==> src/rtl/tail_lights_timer.sv <==
// Dual-channel tail-light timer: a direction-sequence step timer and a hazard
// flash phase timer, each a prescaled tick counter with a sticky expiry flag.

module tail_lights_channel #(
  parameter int PRESCALE = 50000,
  parameter int PERIOD   = 250
) (
  input  logic       clk,
  input  logic       reset,
  input  logic       i_clear,
  input  logic       i_fast,
  output logic       o_interr,
  output logic [1:0] o_state
);

  localparam int PW = (PRESCALE > 1) ? $clog2(PRESCALE) : 1;
  localparam int TW = $clog2(PERIOD + 1);
  localparam logic [PW-1:0] PRE_MAX  = PW'(PRESCALE - 1);
  localparam logic [TW-1:0] LIM_SLOW = TW'(PERIOD);
  localparam logic [TW-1:0] LIM_FAST = TW'(PERIOD >> 1);

  typedef enum logic [1:0] {
    ST_CLEARED = 2'd0,
    ST_RUN     = 2'd1,
    ST_EXPIRED = 2'd2
  } state_t;

  state_t        r_state, w_state_nx;
  logic [PW-1:0] r_presc, w_presc_nx;
  logic [TW-1:0] r_tick,  w_tick_nx;
  logic          r_fast,  w_fast_nx;
  logic          r_interr, w_interr_nx;
  logic          w_wrap;
  logic [TW-1:0] w_limit;

  always_ff @(posedge clk or posedge reset) begin
    if (reset) begin
      r_state  <= ST_CLEARED;
      r_presc  <= '0;
      r_tick   <= '0;
      r_fast   <= 1'b0;
      r_interr <= 1'b0;
    end else begin
      r_state  <= w_state_nx;
      r_presc  <= w_presc_nx;
      r_tick   <= w_tick_nx;
      r_fast   <= w_fast_nx;
      r_interr <= w_interr_nx;
    end
  end

  // The edge that leaves CLEARED already counts as the first prescaler cycle,
  // so CLEARED and RUN share the counting path (counters are zero in CLEARED).
  always_comb begin
    w_state_nx  = r_state;
    w_presc_nx  = r_presc;
    w_tick_nx   = r_tick;
    w_fast_nx   = r_fast;
    w_interr_nx = r_interr;
    w_wrap      = (r_presc == PRE_MAX);
    w_limit     = r_fast ? LIM_FAST : LIM_SLOW;
    if (i_clear) begin
      w_state_nx  = ST_CLEARED;
      w_presc_nx  = '0;
      w_tick_nx   = '0;
      w_fast_nx   = i_fast;
      w_interr_nx = 1'b0;
    end else begin
      case (r_state)
        ST_CLEARED, ST_RUN: begin
          w_state_nx = ST_RUN;
          if (w_wrap) begin
            w_presc_nx = '0;
            w_tick_nx  = r_tick + TW'(1);
            if (r_tick + TW'(1) == w_limit) begin
              w_state_nx  = ST_EXPIRED;
              w_interr_nx = 1'b1;
            end
          end else begin
            w_presc_nx = r_presc + PW'(1);
          end
        end
        ST_EXPIRED: begin
          w_state_nx  = ST_EXPIRED;
          w_interr_nx = 1'b1;
        end
        default: begin
          w_state_nx  = ST_CLEARED;
          w_presc_nx  = '0;
          w_tick_nx   = '0;
          w_interr_nx = 1'b0;
        end
      endcase
    end
  end

  assign o_interr = r_interr;
  assign o_state  = r_state;

endmodule

module tail_lights_timer #(
  parameter int PRESCALE   = 50000,
  parameter int DIR_PERIOD = 250,
  parameter int HAZ_PERIOD = 500
) (
  input  logic       clk,
  input  logic       reset,
  input  logic       clear_timer_dir,
  input  logic       clear_timer_haz,
  input  logic       fast,
  output logic       interr_dir,
  output logic       interr_haz,
  output logic [1:0] o_dbg_state_dir,
  output logic [1:0] o_dbg_state_haz
);

  tail_lights_channel #(
    .PRESCALE (PRESCALE),
    .PERIOD   (DIR_PERIOD)
  ) u_dir (
    .clk      (clk),
    .reset    (reset),
    .i_clear  (clear_timer_dir),
    .i_fast   (fast),
    .o_interr (interr_dir),
    .o_state  (o_dbg_state_dir)
  );

  tail_lights_channel #(
    .PRESCALE (PRESCALE),
    .PERIOD   (HAZ_PERIOD)
  ) u_haz (
    .clk      (clk),
    .reset    (reset),
    .i_clear  (clear_timer_haz),
    .i_fast   (fast),
    .o_interr (interr_haz),
    .o_state  (o_dbg_state_haz)
  );

endmodule

==> config.mk <==
export PLATFORM = sky130hd
export DESIGN_NAME = tail_lights_timer
export DESIGN_NICKNAME = d
export VERILOG_FILES = /design/src/rtl/tail_lights_timer.sv
export SDC_FILE = /design/constraint.sdc
export NUM_CORES = 1
export LEC_CHECK = 0
export BUFFER_PORTS_ARGS = -buffer_cell sky130_fd_sc_hd__buf_2
export CORE_MARGIN = 5
export CORE_UTILIZATION = 55
export CTS_CLUSTER_DIAMETER = 100
export DETAILED_ROUTE_END_ITERATION = 8
export HOLD_SLACK_MARGIN = 0.15
export MAX_ROUTING_LAYER = met4
export PLACE_DENSITY = 0.72
export SETUP_SLACK_MARGIN = 0.4
export SLEW_MARGIN = 20
export SYNTH_ARGS = -nofsm -noshare
export SYNTH_HDL_FRONTEND = slang
export SYNTH_SLANG_ARGS = --single-unit
==> constraint.sdc <==
create_clock -name clk -period 2.6 [get_ports clk]
set_input_delay 0.52 -clock clk [delete_from_list [all_inputs] [get_ports clk]]
set_output_delay 0.52 -clock clk [all_outputs]
set_load 0.01 [all_outputs]
==> results of run 1 <==
synthesized netlist by cell type (all sizes together) (2+ instances only):
master / count / area (sq um)
o21a: 4 / 30.03
xor2: 14 / 122.6
nor2b: 4 / 25.02
and4bb: 4 / 50.05
nor4: 4 / 37.53
o41ai: 2 / 17.52
mux2: 2 / 22.52
nand3b: 2 / 15.01
and2: 3 / 18.77
clkbuf: 5 / 18.77
o31ai: 2 / 15.01
inv: 5 / 18.77
a21boi: 2 / 15.02
a22oi: 2 / 15.01
nand4b: 2 / 17.52
a22o: 9 / 78.83
a21o: 2 / 15.01
nor4b: 5 / 56.31
nor3: 16 / 80.08
dfrtp: 57 / 1426
nor2: 41 / 153.9
ha: 4 / 50.05
and3: 5 / 31.28
o21ai: 25 / 125.1
a21oi: 11 / 58.81
nand4: 10 / 68.81
nor3b: 2 / 15.01
nand3: 15 / 75.07
or2: 6 / 37.53
nand2b: 2 / 12.51
xnor2: 14 / 122.6
buf: 5 / 27.53
nand2: 31 / 116.4
or3b: 3 / 26.28
or3: 7 / 43.79
final timing paths:
| kind | from | endpoint | slack, ns | cells after the start |
|---|---|---|---|---|
| setup reg to reg | u_haz.r_tick[0] | u_haz.o_state[0] | 0.59 | 6 |
| min in group clk | fast | u_haz.r_fast | 0.44 | 2 |
| hold / removal | reset | u_haz.r_presc[12] | 0.25 | 2 |
| hold reg to reg | u_dir.r_presc[1] | u_dir.r_presc[1] | 0.53 | 1 |
| max in group asynchronous | reset | u_dir.o_state[0] | 1.76 | 3 |
| setup / recovery | u_haz.r_tick[0] | u_haz.o_state[0] | 0.59 | 6 |
layout make-up:
cell class	instances	area share
multi-input cells	265	0.4704
flip-flops and latches	57	0.4023
clock buffers	9	0.03491
clock inverters	7	0.03350
repair buffers	15	0.02821
well taps	72	0.02539
inverters	5	0.005289
layer usage:
metal	up-vias	GRT usage	routed length [um]
li1	1253	-	-
met1	1204	0.2400	2973
met2	41	0.3072	3005
met3	8	0.04323	213
met4	0	0.07482	78
met5	-	-	0
sequential cells by signal, indices dropped and copies added, names as in the netlist:
| register | flops |
|---|---|
| u_haz.o_state | 2 |
| u_haz.r_tick | 9 |
| u_dir.r_fast | 1 |
| u_dir.r_presc | 16 |
| u_dir.o_interr | 1 |
| u_haz.r_fast | 1 |
| u_haz.r_presc | 16 |
| u_dir.r_tick | 8 |
| u_haz.o_interr | 1 |
| u_dir.o_state | 2 |
logic make-up after synthesis:
kind of cell / after synthesis / synth area share
AOI/OAI and AO/OA: 67 / 0.1395
xor gates and xnor gates: 28 / 0.07790
adders and majority gates: 4 / 0.01590
buffers and inverters: 15 / 0.02067
DFF: 57 / 0.4531
muxes: 2 / 0.007154
and+or+nand+nor: 164 / 0.2858
what timing repair did:
action	4_1_cts	5_1_grt
gates resized for setup	0	2
endpoints found under the hold margin	0	0
setup endpoints to repair	0	3
placed cells by master (no fill, tap or decap), types with 3 or more instances in the layout:
cell	netlist	layout
o21ai_0	8	8
nor4b_1	3	3
nand2_1	31	31
and2_1	3	3
nor2_1	41	41
or2_2	4	4
nand3_1	15	15
xor2_1	14	14
dfrtp_1	57	56
buf_2	4	10
a21oi_1	10	10
and4bb_1	3	3
ha_1	4	3
o21ai_1	17	17
a22o_1	9	9
or3_1	7	7
o21a_1	4	4
and3_1	5	5
clkbuf_8	0	9
bufinv_16	0	3
nand4_1	9	9
xnor2_1	14	14
nor2b_1	4	4
inv_1	5	4
buf_4	1	4
nor3_1	16	16
power groups by stage:
stage	sequential (W)	combinational, W	clock [W]
2_1_floorplan	0.000926	0.0000575	0
3_3_place_gp	0.000929	0.0000810	0
3_5_place_dp	0.000929	0.0000831	0
4_1_cts	0.000912	0.0000838	0.00104
5_1_grt	0.000915	0.0000945	0.00108
6_report	0.000913	0.0000815	0.00101
through the flow:
step	hold slack, ns	instance area, sq um
4_1_cts	0.2701	3535
3_3_place_gp	0.5082	3292
6_report	0.2541	3548
3_5_place_dp	0.5183	3292
5_1_grt	0.3038	3548
2_1_floorplan	0.4863	3148
worst reg2reg max path: stages (launching register included):
cell and delay [ns]:
dfrtp_2 0.47, ha_4 0.28, or3_1 0.33, or3_1 0.31, a31oi_1 0.19, nand4_1 0.16, nor2b_1 0.17
==> impl_metrics.ini, run 1 <==
[status]
status = finished clean

[clock_tree]
clockBufferDepth = 2
hold_buffers = 0
post_cts_buffers = 0
cts_tree = yes
cts_root_buffer = clkbuf_8
clock_sinks = 57
numCtsBuffers = 9
clock_latency_ns = 0.34
clkSlewWorstSetupHoldPaths_ns = 0.07
h-tree-depth = 3

[synthesis]
syn_area_per_cell_sq_um = 9.341
ys_ff_latch = 57
synth_flop_cell = dfrtp_1
synth_fp_nets = 346
synth-edff-count = 0
syn_inst = 337
yosysUniqueCellTypes = 55
yosysSeqAreaShare = 0.4531
syn-cell-area_sq_um = 3148
yosysWarnings = 0
synthArstFlopShare = 1.000

[finish]
layout-drive-gt1-share = 0.1341
nFillCells = 449
fin_cells = 430
multi_input_area_sq_um = 1669
finalNetCount = 362
area_growth_syn_to_layout_pct = 12.72
antenna_cells = 0
regArea_sq_um = 1428
fin_util = 0.6405

[placement]
io_buffers = 10
gp_congestion = 0.8165
pre_cts_ws_ns = 0.4934
dpl.cell_count = 414
dp_hpwl_um = 4270

[global_route]
antenna_found_initial = 0
grt_pass1_wl_um = 11090
grt_usage = 0.1931
grt_pass1_vias = 2484
grt_overflow_total = 0
grt_max_degree = 30

[pwr]
pwr-share-seq = 0.455
clkPwrFrac = 0.505
p_per_area_nw_per_um2 = 565.8
netSwitchingFraction = 0.2207
p_int_w = 0.001565
fin_total_pwr_w = 0.002008
combPwrFrac = 0.041
power.switching_w = 0.0004430
vdd_drop_max_mv = 0.3329
leakage_nw = 1.474

[detailed_routing]
wl_um = 6270
postRouteAntennaNets = 0
drtIter0Drc = 114
via_count = 2506
detail_route.wl_per_cell_um = 14.58
drc = 0
viasPerCell = 5.828
drt_first_pass_iters = 4

[floorplanning]
coreArea_sq_um = 5540
dieHeight_um = 85.66
rows = 27
pin_count = 11
die_x_um = 85.66
dieArea_sq_um = 7337
start_util = 0.5682

[setup_path]
cp_cell_sequence = ha_4, or3_1, or3_1, a31oi_1, nand4_1, nor2b_1
crit_top_cell = or3_1
critPathBufInv = 0
cpPeakStageDelay_ns = 0.47
cp.arrival_ns = 2.24
cp_slowest_cell = dfrtp_2
crit_type = flop to flop
startpoint_type = flop
crit_family = simple AND/OR/NAND/NOR gates
end_kind = flop
cp.required_ns = 2.83
path_max_fanout = 10

[sta]
fin_crit_ns = 2.009
slew_headroom = 0.5747
fin_setup_tns_ns = 0
setup_viol = 0
max_clock_freq_mhz = 497.8
skew_ns = 0.009001
worst_slew_pin_slew_ns = 0.6291
finalCritPeriodShare = 0.7727
worst_slack_ns = 0.5910
rsz0062_at_grt = false
hold_viol = 0
finalMaxSlewViolations = 0

[run]
maxCapViolations = 0

[worst_hold_path]
hold_class = primary input to async pin
No activity file was read; power rests on OpenSTA's default activity.
==> run 2, diff against run 1 <==
- clock period: 2.6 -> 2.1 ns (I/O delays scaled with it)
==> impl_metrics.ini, run 2 (same netlist as run 1, synthesis figures left out) <==
[sta]
whs_ns = 0.3358
max_clock_freq_mhz = 536.7
fin_setup_tns_ns = 0
fin_crit_ns = 1.863
finalCritPeriodShare = 0.8873
finalMaxSlewViolations = 0
hold_viol = 0
slew_headroom = 0.7001
skew_ns = 0.01365
worst_slew_pin_slew_ns = 0.4483
setup_viol = 0
rsz0062_at_grt = true

[clock_tree]
clockBufferDepth = 2
cts_root_buffer = clkbuf_8
numCtsBuffers = 9
cts_tree = yes
clock_sinks = 57
clkSlewWorstSetupHoldPaths_ns = 0.07
clock_latency_ns = 0.34
h-tree-depth = 3

[floorplanning]
start_util = 0.5682
dieHeight_um = 85.66
dieArea_sq_um = 7337
rows = 27
die_x_um = 85.66
pin_count = 11
coreArea_sq_um = 5540

[pwr]
combPwrFrac = 0.054
power.switching_w = 0.0005296
clkPwrFrac = 0.457
netSwitchingFraction = 0.2291
p_per_area_nw_per_um2 = 584.9
p_int_w = 0.001782
vdd_drop_max_mv = 0.5421
pwr-share-seq = 0.489
leakage_nw = 1.639

[status]
status = finished clean

[placement]
dp_hpwl_um = 4370
gp_congestion = 0.7966
io_buffers = 10

[detailed_routing]
drtIter0Drc = 139
via_count = 2693
drt_first_pass_iters = 4
viasPerCell = 5.804
drc = 0
wl_um = 7019
detail_route.wl_per_cell_um = 15.13
postRouteAntennaNets = 0

[setup_path]
crit_top_cell = or3_1
cpPeakStageDelay_ns = 0.41
cp_slowest_cell = dfrtp_1
r2r_cells = 6
crit_type = flop to flop
path_max_fanout = 3
cp.arrival_ns = 2.09
startpoint_type = flop
cp.required_ns = 2.33
end_kind = flop
r2r_slack_ns = 0.24
cp_cell_sequence = ha_4, or3_1, or3_1, a31oi_1, nand4_1, nor2b_1

[worst_hold_path]
min_path_cells = 2
hold_class = primary input to flop

[finish]
nFillCells = 419
finalNetCount = 396
antenna_cells = 0
reg_top3 = u_dir.r_presc (16), u_haz.r_presc (16), u_haz.r_tick (9)
final_cell_mix = dfrtp_1, nor2_1, buf_4
area_growth_syn_to_layout_pct = 25.52
layout-drive-gt1-share = 0.2832
layout_commonest_cell = dfrtp_1

[global_route]
grt_usage = 0.2094
grt_pass1_wl_um = 11870
antenna_found_initial = 0
grt_overflow_total = 0
grt_pass1_vias = 2593
grt_max_degree = 58

[run]
maxCapViolations = 0
run 2: cell count changes in the layout (fill, tap and decap cells not counted), sizes merged:
cell         before  now
buf              15   48
clkbuf            9   12
bufinv            3    1
dlygate4sd3       0    1
inv               5    4
run 2: routing by layer:
layer | global-route usage | vias to the layer above | part of all wire
li1 | - | 1321 | -
met1 | 0.2488 | 1287 | 0.44
met2 | 0.3383 | 71 | 0.50
met3 | 0.04899 | 14 | 0.039
met4 | 0.09496 | 0 | 0.020
met5 | - | - | 0
run 2: worst paths after layout:
path,endpoint,start
min,u_haz.r_fast,fast
min in group asynchronous,u_haz.r_presc[12],reset
min reg2reg,u_dir.r_presc[1],u_dir.r_presc[1]
max reg2reg,u_haz.o_state[0],u_haz.r_tick[0]
max in group asynchronous,u_dir.r_tick[0],reset
max,u_haz.o_state[0],u_haz.r_tick[0]
run 2: layout make-up:
class,instances,area (sq um),share of cell area
Sequential cell,57,1436,0.3635
Clock buffer,12,155.1,0.03927
Clock inverter,4,51.30,0.01298
Multi-Input combinational cell,265,1823,0.4614
Inverter,5,22.52,0.005700
Tap cell,72,90.09,0.02280
Timing Repair Buffer,49,372.9,0.09436
run 2: power by group through the flow:
| stage | clock network (W) | registers [W] | logic [W] |
|---|---|---|---|
| after CTS | 0.00108 | 0.00113 | 0.000120 |
| after global placement | 0 | 0.00115 | 0.000106 |
| after detailed placement | 0 | 0.00115 | 0.000108 |
| final | 0.00106 | 0.00113 | 0.000126 |
| after global routing | 0.00114 | 0.00113 | 0.000142 |
| after floorplan | 0 | 0.00115 | 0.0000722 |
run 2: worst max-delay path: cells and delay by family (launching register included):
| family | cells | cell delay (ns) |
|---|---|---|
| simple gates | 4 | 0.94 |
| compound gates | 1 | 0.15 |
| fa+ha+maj | 1 | 0.25 |
| flops | 1 | 0.41 |
run 2: repair_timing:
| action | in CTS | in global routing |
|---|---|---|
| endpoints found under the hold margin | 20 | 0 |
| setup buffers | 18 | 9 |
| hold buffers | 1 | 0 |
| pin swaps | 21 | 11 |
| resized for setup | 19 | 18 |
| setup endpoints to repair | 43 | 43 |
run 2: per-stage QoR:
| step | setup slack, ns | utilization | cell area, sq um | power (W) | cells |
|---|---|---|---|---|---|
| 3_3_place_gp | 0.2375 | 0.6113 | 3387 | 0.001255 | 420 |
| 6_report | 0.2367 | 0.7132 | 3951 | 0.002311 | 464 |
| 4_1_cts | 0.2344 | 0.6890 | 3817 | 0.002331 | 455 |
| 3_5_place_dp | 0.1914 | 0.6113 | 3387 | 0.001259 | 420 |
| 2_1_floorplan | 0.3210 | - | 3198 | 0.001219 | 337 |
| 5_1_grt | 0.1537 | 0.7132 | 3951 | 0.002417 | 464 |
